**src/rtl/riscv_fetch_unit.sv**
```systemverilog
// rtl/riscv_fetch_unit.sv - instruction fetch front end: sequential fetch, credit-limited requests, in-order queue, redirect flush
module riscv_fetch_unit #(
  parameter logic [31:0] RESET_PC = 32'h0000_0000,
  parameter int          QDEPTH   = 4
) (
  input  logic        clock,
  input  logic        reset,
  input  logic        redirect_vld,
  input  logic [31:0] redirect_addr,
  output logic        req_vld,
  output logic        req_rnw,
  output logic [31:0] req_addr,
  output logic [31:0] req_data,
  input  logic        req_ack,
  input  logic        rsp_vld,
  input  logic [31:0] rsp_addr,
  input  logic [31:0] rsp_data,
  output logic        rsp_ack,
  output logic        inst_vld,
  output logic [31:0] inst_pc,
  output logic [31:0] inst_data,
  input  logic        inst_ack
);

  localparam int CW = $clog2(QDEPTH + 1);
  localparam int PW = $clog2(QDEPTH);
  localparam logic [CW-1:0] QDEPTH_C = QDEPTH[CW-1:0];
  localparam logic [CW-1:0] CNT_ONE  = 1;
  localparam logic [PW-1:0] PTR_ONE  = 1;

  logic          run_q;
  logic [31:0]   fetch_pc_q, fetch_pc_d;
  logic [CW-1:0] outstanding_q, outstanding_d;
  logic [CW-1:0] drop_cnt_q, drop_cnt_d;
  logic [CW-1:0] count_q, count_d;
  logic [PW-1:0] wr_ptr_q, wr_ptr_d;
  logic [PW-1:0] rd_ptr_q, rd_ptr_d;
  logic [31:0]   q_pc_q   [QDEPTH];
  logic [31:0]   q_data_q [QDEPTH];

  logic          req_fire, rsp_fire, pop, discard, push;
  logic [CW:0]   credit_used;
  logic          unused_addr_bits;

  assign unused_addr_bits = ^redirect_addr[1:0];

  // Queue slots are reserved at request time, so a response always finds room.
  assign credit_used = {1'b0, outstanding_q} + {1'b0, count_q};
  assign req_vld     = run_q && (credit_used < {1'b0, QDEPTH_C});
  assign req_rnw     = 1'b1;
  assign req_addr    = fetch_pc_q;
  assign req_data    = 32'h0;
  assign rsp_ack     = run_q;
  assign inst_vld    = (count_q != '0);
  assign inst_pc     = q_pc_q[rd_ptr_q];
  assign inst_data   = q_data_q[rd_ptr_q];

  assign req_fire = req_vld && req_ack;
  assign rsp_fire = rsp_vld && rsp_ack;
  assign pop      = inst_vld && inst_ack;
  assign discard  = rsp_fire && ((drop_cnt_q != '0) || redirect_vld);
  assign push     = rsp_fire && !discard;

  always_comb begin
    outstanding_d = outstanding_q;
    if (req_fire && !rsp_fire)      outstanding_d = outstanding_q + CNT_ONE;
    else if (!req_fire && rsp_fire) outstanding_d = outstanding_q - CNT_ONE;

    fetch_pc_d = fetch_pc_q;
    drop_cnt_d = drop_cnt_q;
    count_d    = count_q;
    wr_ptr_d   = wr_ptr_q;
    rd_ptr_d   = rd_ptr_q;

    if (redirect_vld) begin
      // Everything still in flight belongs to the old stream, including a same-cycle accept.
      fetch_pc_d = {redirect_addr[31:2], 2'b00};
      drop_cnt_d = outstanding_d;
      count_d    = '0;
      wr_ptr_d   = '0;
      rd_ptr_d   = '0;
    end else begin
      if (req_fire) fetch_pc_d = fetch_pc_q + 32'd4;
      if (rsp_fire && (drop_cnt_q != '0)) drop_cnt_d = drop_cnt_q - CNT_ONE;
      if (push) wr_ptr_d = wr_ptr_q + PTR_ONE;
      if (pop)  rd_ptr_d = rd_ptr_q + PTR_ONE;
      if (push && !pop)      count_d = count_q + CNT_ONE;
      else if (!push && pop) count_d = count_q - CNT_ONE;
    end
  end

  always_ff @(posedge clock or negedge reset) begin
    if (!reset) begin
      run_q         <= 1'b0;
      fetch_pc_q    <= RESET_PC;
      outstanding_q <= '0;
      drop_cnt_q    <= '0;
      count_q       <= '0;
      wr_ptr_q      <= '0;
      rd_ptr_q      <= '0;
      for (int i = 0; i < QDEPTH; i++) begin
        q_pc_q[i]   <= 32'h0;
        q_data_q[i] <= 32'h0;
      end
    end else begin
      run_q         <= 1'b1;
      fetch_pc_q    <= fetch_pc_d;
      outstanding_q <= outstanding_d;
      drop_cnt_q    <= drop_cnt_d;
      count_q       <= count_d;
      wr_ptr_q      <= wr_ptr_d;
      rd_ptr_q      <= rd_ptr_d;
      if (push) begin
        q_pc_q[wr_ptr_q]   <= rsp_addr;
        q_data_q[wr_ptr_q] <= rsp_data;
      end
    end
  end

  assert property (@(posedge clock) disable iff (!reset) !(push && (count_q == QDEPTH_C)));

endmodule

```
**config.mk**
```make
export PLATFORM = sky130hd
export DESIGN_NAME = riscv_fetch_unit
export DESIGN_NICKNAME = d
export VERILOG_FILES = /design/src/rtl/riscv_fetch_unit.sv
export SDC_FILE = /design/constraint.sdc
export NUM_CORES = 1
export LEC_CHECK = 0
export ABC_CLOCK_PERIOD_IN_PS = 6600
export BUFFER_PORTS_ARGS = -buffer_cell sky130_fd_sc_hd__buf_2
export CAP_MARGIN = 15
export CORE_MARGIN = 3
export CORE_UTILIZATION = 41
export DETAILED_ROUTE_END_ITERATION = 6
export GPL_TIMING_DRIVEN = 0
export PLACE_DENSITY_LB_ADDON = 0.08
export SETUP_SLACK_MARGIN = 0.05
export SLEW_MARGIN = 15
export SYNTH_ARGS = -nofsm -noshare
export SYNTH_HDL_FRONTEND = slang
export SYNTH_SLANG_ARGS = --single-unit
```
**constraint.sdc**
```tcl
create_clock -name clock -period 6.6 [get_ports clock]
set_input_delay 0.33 -clock clock [delete_from_list [all_inputs] [get_ports clock]]
set_output_delay 0.33 -clock clock [all_outputs]
set_load 0.02 [all_outputs]
```
# Word level (Yosys, flattened, before mapping)
# Cells that the tools add are included.
dict set report op_classes {
  n_addsub 9
  multipliers 0
  div_mod_pow 0
  magnitude_cmp 4
  eq_ne 0
  shift 0
  n_mux 23
  bitwise_logic 2
  reduce_logical 25
}
# operator n
set ops {}
lappend ops {{$bwmux 128} 2}
lappend ops {{$mux 32} 7}
lappend ops {{$bmux 32 s2} 2}
lappend ops {{$demux 32 s2} 1}
lappend ops {{$add 32x3->32 const B} 1}
lappend ops {{$mux 3} 7}
lappend ops {{$logic_and 1x1->1} 12}
lappend ops {{$reduce_bool 3->1} 3}
lappend ops {{$sub 3x1->3 const B} 3}
lappend ops {{$mux 2} 4}
lappend ops {{$reduce_bool 2->1} 4}
lappend ops {{$add 3x1->3 const B} 2}
lappend ops {{$ge 3x3->1 const B} 2}
lappend ops {{$not 2->3} 2}
lappend ops {{$logic_not 1->1} 5}
lappend ops {{$add 2x1->2 const B} 2}
lappend ops {{$add 3x3->4} 1}
lappend ops {{$lt 4x3->1 const B} 1}
lappend ops {{$lt 3x1->1 const B} 1}
lappend ops {{$logic_or 1x1->1} 1}
dict set report word_totals {
  regBits 302
  latchBits 0
  ramBits 0
  mem_bits_ro 0
  input_bits 102
  output_inout_bits 132
  elab_cells 78
  n_memories 0
}

# Longest topological paths before layout
dict set report logic_depth {
  ltp_word 10
  depth_mapped 7
  mapped_depth_nobuf 7
}

# Worst setup path before layout
# Ideal clock, no wire load.
dict set report synth_path {
  kind {flip-flop to flip-flop}
  start {reg drop_cnt_q[0]}
  end {reg count_q[2]}
  setup_ps 125
  arrival_time_ps 2010
  required_time_ps 6475
  path_slack_ps 4466
  stages_incl_launch_ff 8
  n_path_buf 0
  period_less_slack_ps 2134
  cell_sequence {dfrtp_1 -> inv_1 -> ha_1 -> nand4b_1 -> nor3_1 -> fa_1 -> mux2i_1 -> mux2_2}
}
dict set report synth_between {
  elab_chain_len 8
  word_cells_on_any_way 11
  cone_classes {mux (2); reduce/logical (9)}
}
# element line
set synth_lines {}
lappend synth_lines {{from (decl)} 34} ;# logic [CW-1:0] drop_cnt_q, drop_cnt_d;
lappend synth_lines {{from (signal assigned)} 109} ;# drop_cnt_q <= drop_cnt_d;
lappend synth_lines {{$reduce_bool 3->1 (*)} 61} ;# assign discard = rsp_fire && ((drop_cnt_q != '0) || redirect_vld);
lappend synth_lines {{$logic_or 1x1->1 (*)} 61}
lappend synth_lines {{$logic_and 1x1->1 (*)} 61}
lappend synth_lines {{$logic_not 1->1 (*)} 62} ;# assign push = rsp_fire && !discard;
lappend synth_lines {{$logic_and 1x1->1 (*)} 62}
lappend synth_lines {{$logic_and 1x1->1 / $logic_not 1->1 (equally long branches)} {87, 88}}
lappend synth_lines {{$mux 3 / $logic_and 1x1->1 (equally long branches)} {87, 88}}
lappend synth_lines {{$mux 3 / $reduce_bool 3->1 (equally long branches)} --}
lappend synth_lines {{to (signal assigned)} 110} ;# count_q <= count_d;
lappend synth_lines {{to (decl)} 35} ;# logic [CW-1:0] count_q, count_d;
# Every way passes the cells marked *; elsewhere a longest branch is shown, timed or not.
# A chain may end at the register's enable or synchronous reset.

# Final worst setup path
dict set report layout_path {
  start {reg rd_ptr_q[0]}
  end {out inst_data[29]}
}
dict set report layout_between {
  elab_chain_len 4
}
# element line
set layout_lines {}
lappend layout_lines {{from (decl)} 37} ;# logic [PW-1:0] rd_ptr_q, rd_ptr_d;
lappend layout_lines {{from (signal assigned)} 112} ;# rd_ptr_q <= rd_ptr_d;
lappend layout_lines {{$not 2->3 (not written as such)} 56} ;# assign inst_data = q_data_q[rd_ptr_q];
lappend layout_lines {{$bmux 32 s2} 56}
lappend layout_lines {{$mux 32 (not written as such) (2 in series)} 56}
lappend layout_lines {{to (decl)} 21} ;# output logic [31:0] inst_data,
# No other way between the ends. The select of a mux whose other input is x is not followed.

==> results.md <==
* DRC violation total after the first TritonRoute iteration at 301
* Number of placed instances, taps included at 1,656
* Fraction of final layout cells sized beyond drive strength 1 at 0.516
* Class of the tightest hold or removal check: primary input to flop
* Unrepaired setup endpoints after global routing: no
* Gr ovfl total at 0
* Part of the cycle the worst path needs at 0.476
* Number of enable-type register cells in the synthesized netlist at 0
* Number of cells upsized or downsized after cts at 0
* Layout area overhead at 21.6%
* Max-cap check violation count at 0
* Reported leakage power at slightly above 8 nW
* Outcome: completed
* Relative contribution of combinational cells to total power at 0.268
* Htree depth at 2
* Power share of the sequential group at 0.379
* Path depth of the worst reg2reg path at 6
* Length of routed met3 wiring at 1570 um
* Die boundary height at about 190 um
* Clock transition at the registers of the reported paths at ~0.06 ns
* Max Fanout on Critical Path at 10
* Average wire per cell in the routed design at 18.8 um
* Worst setup path start: rd_ptr_q[0]$_DFFE_PN0P_
* Number of buffers inserted by post-CTS setup repair at 0
* Post-DRT Antenna Nets at 0
* Total die area at approximately 37,000 um2
* Power Internal at 4.18 mW
* Endpoint arrival time on the critical path at between 2 and 3 ns
* Placer's final routability congestion estimate at about 0.79
* First-pass detailed-route iteration total at 4
* Power per cell area at 348 nW/um2
* Setup violations, final at 0
* Final worst slack at ~3.5 ns
* Worst min-delay path endpoint: req_addr[4]$_DFFE_PN0P_
* Synthesis warning total at 0
* Tot GR Track Use at 0.178
* Startpoint of the worst-slack reg-to-reg timing path: outstanding_q[2]$_DFF_PN0_
* Number of hold violations in the final report at 0
* Starting Density at 0.419
* Root buffer cell: sky130_fd_sc_hd__clkbuf_16
* Pin count of the biggest net entering global routing at 95
* Maximum clock rate at between 300 and 400 MHz
* Switching power at 1.78 mW
* ANT cells at 0
* Standard-cell row count at 67
* Number of cells on the worst hold path at 3
* Maximum root-to-sink buffer count at 3
* Final net count at between 1,000 and 1,500
* Cells after synthesis at between 900 and 1,000
* Fin Hold WS at between 0.03 and 0.04 ns
* Relative contribution of the clock network to total power at 0.352
* Clock latency at the later pin of the worst-skew pair at roughly 0.5 ns
* Initial antenna violation count at 1
* Overall routed net length at between 30,000 and 40,000 um
* Number of cells in the finished layout apart from fillers at between 1,500 and 2,000
* Final worst path period need at between 3 and 4 ns
* Placeable core area at about 34,000 um2
* Mapped cell area at approximately 14,000 um2
* Part of the Yosys area used for sequential elements at 0.532
* Post-route cell area at between 15,000 and 20,000 um2
* Placed instance area at 15,900 um2
* Count of pins on the block boundary at 234
* Kind of launch point of the worst setup path: flop
* Start point of the worst hold path: redirect_addr[4]
* Crit end category: output pin
* Pre-CTS WS at 3.88 ns
* PortBufs at about 190
* Sinks on the clock net at 300
* Highest routed layer: met5
* HPWL reported at the end of detailed placement at 22,000 um
* Reg2Reg Setup Slack at 4.10 ns
* Worst Tran Pin Value at between 0.9 and 1 ns
* Clock tree from TritonCTS: done
* Req. time, crit path at approximately 6.3 ns
* Final-report max-slew violation count at 0
* Total number of vias at roughly 9,000
* Number of buffers created by CTS at 36
* First-pass GRT wire length at between 50,000 and 60,000 um
* Worst clock skew at between 0.01 and 0.015 ns
* Average vias per placed instance at between 5 and 6
* Max rail drop VDD at around 0.00017 V
* Critical Setup Path Class: flop to output pin
* Synth Flop Type: sky130_fd_sc_hd__dfrtp_1
* Relative slew slack at 0.361
* Post-synthesis register bit count at 300
* Layout Utilization at 0.509
* Reg2reg end: req_addr[9]$_DFFE_PN0P_
* Vias in the first global route at around 9,200
* Post-synthesis cell type count at 55
* Post-CTS Hold Fix Bufs at 1
* Async set or reset register ratio after synthesis at 1.00
* Net Sw Frac at 0.298
* Post-route DRC violation count at 0
* Met2 Routed Length at 15,100 um
* Avg Inst Size Synth at between 10 and 15 um2
* Post-Route M1 WL at approximately 15,000 um
* Overall die width at 192 um
==> registers in the layout (all words and copies together), names as in the netlist <==
| register | flops |
|---|---|
| q_data_q | 128 |
| q_pc_q | 128 |
| req_addr | 30 |
| count_q | 3 |
| drop_cnt_q | 3 |
| outstanding_q | 3 |
| rd_ptr_q | 2 |
| wr_ptr_q | 2 |
| rsp_ack | 1 |
==> cells by family (layout without fill, tap and decap cells) <==
group | count (synthesis) | after routing | synth area share
fa+ha+maj | 12 | 12 | 0.0112
simple gates | 147 | 147 | 0.0607
compound gates | 71 | 71 | 0.0336
xor+xnor | 10 | 10 | 0.00621
flops | 300 | 300 | 0.532
mux | 325 | 325 | 0.310
other cells | 2 | 36 | 0.000532
buf+inv | 110 | 373 | 0.0455
==> critical path: stages (launching register included) <==
cell and delay, ns:
sky130_fd_sc_hd__dfrtp_1 0.41, sky130_fd_sc_hd__buf_1 0.65, sky130_fd_sc_hd__buf_2 0.46, sky130_fd_sc_hd__mux4_2 0.60
sky130_fd_sc_hd__buf_2 0.19
==> cells in the mapped netlist (20+ instances only) <==
cell type                 number  share of area
sky130_fd_sc_hd__a31oi_1      20         0.0089
sky130_fd_sc_hd__buf_2        33          0.012
sky130_fd_sc_hd__buf_4        37          0.020
sky130_fd_sc_hd__dfrtp_1     300           0.53
sky130_fd_sc_hd__mux2_2      259           0.21
sky130_fd_sc_hd__mux4_2       64           0.10
sky130_fd_sc_hd__nand2_1      24         0.0064
sky130_fd_sc_hd__nand3_1      21         0.0074
sky130_fd_sc_hd__nor2_1       23         0.0061
sky130_fd_sc_hd__or4_1        20          0.011
==> placed cells by master (no fill, tap or decap), types with 5 or more instances in the layout <==
cell type / synthesis / routed
sky130_fd_sc_hd__clkbuf_8: 0 / 8
sky130_fd_sc_hd__nand2_1: 24 / 24
sky130_fd_sc_hd__nor2_1: 23 / 23
sky130_fd_sc_hd__buf_4: 37 / 37
sky130_fd_sc_hd__nand3_1: 21 / 21
sky130_fd_sc_hd__inv_1: 15 / 15
sky130_fd_sc_hd__a31oi_1: 20 / 20
sky130_fd_sc_hd__or3_1: 6 / 6
sky130_fd_sc_hd__mux2_2: 259 / 259
sky130_fd_sc_hd__xor2_1: 6 / 6
sky130_fd_sc_hd__clkbuf_1: 15 / 24
sky130_fd_sc_hd__mux4_2: 64 / 64
sky130_fd_sc_hd__and3_1: 9 / 9
sky130_fd_sc_hd__o211ai_1: 7 / 7
sky130_fd_sc_hd__ha_1: 11 / 11
sky130_fd_sc_hd__o21ai_0: 15 / 15
sky130_fd_sc_hd__nor3_1: 6 / 6
sky130_fd_sc_hd__bufinv_16: 0 / 5
sky130_fd_sc_hd__conb_1: 2 / 36
sky130_fd_sc_hd__o31ai_1: 13 / 13
sky130_fd_sc_hd__or4_1: 20 / 20
sky130_fd_sc_hd__dfrtp_1: 300 / 300
sky130_fd_sc_hd__buf_2: 33 / 226
sky130_fd_sc_hd__nand4_1: 13 / 13
sky130_fd_sc_hd__clkbuf_16: 0 / 38
==> cell type report <==
| type | count | area, um2 |
|---|---|---|
| buffer | 95 | 586 |
| clock buffer | 55 | 1090 |
| clock inverter | 10 | 186 |
| fill | 3002 | 16500 |
| inverter | 15 | 56.3 |
| multi-input combinational | 601 | 6090 |
| sequential | 300 | 7510 |
| tap | 448 | 561 |
| timing repair buffer | 198 | 1070 |
==> metrics by stage <==
stage,total power [mW],setup TNS [ns]
6_report,5.96,0
3_3_place_gp,3.89,-235.97
3_5_place_dp,3.92,0
2_1_floorplan,3.39,0
5_1_grt,6.29,0
4_1_cts,6.07,0
==> per-layer routing <==
metal / vias up / track usage
met3: 42 / 0.0315
li1: 4147 / -
met1: 4645 / 0.255
met2: 219 / 0.286
met4: 2 / 0.0356
met5: - / 0
==> power by group through the flow <==
stage	clock network, mW	registers (mW)	logic [mW]
floorplan	0	2.27	1.12
global placement	0	2.29	1.60
detailed placement	0	2.29	1.63
CTS	2.17	2.26	1.63
global route	2.25	2.30	1.74
finish	2.10	2.26	1.60
==> worst max-delay path by stage <==
| stage | cells past startpoint | endpoint |
|---|---|---|
| 6_report | 4 | inst_data[29] |
| 5_1_grt | 4 | inst_pc[26] |
| 4_1_cts | 4 | inst_data[3] |
| 3_5_place_dp | 4 | inst_data[3] |
| 3_3_place_gp | 1 | q_data_q[84]$_DFFE_PN0P_ |
| 2_1_floorplan | 7 | count_q[2]$_DFFE_PN0P_ |
Power figures use the tool's default switching activity.
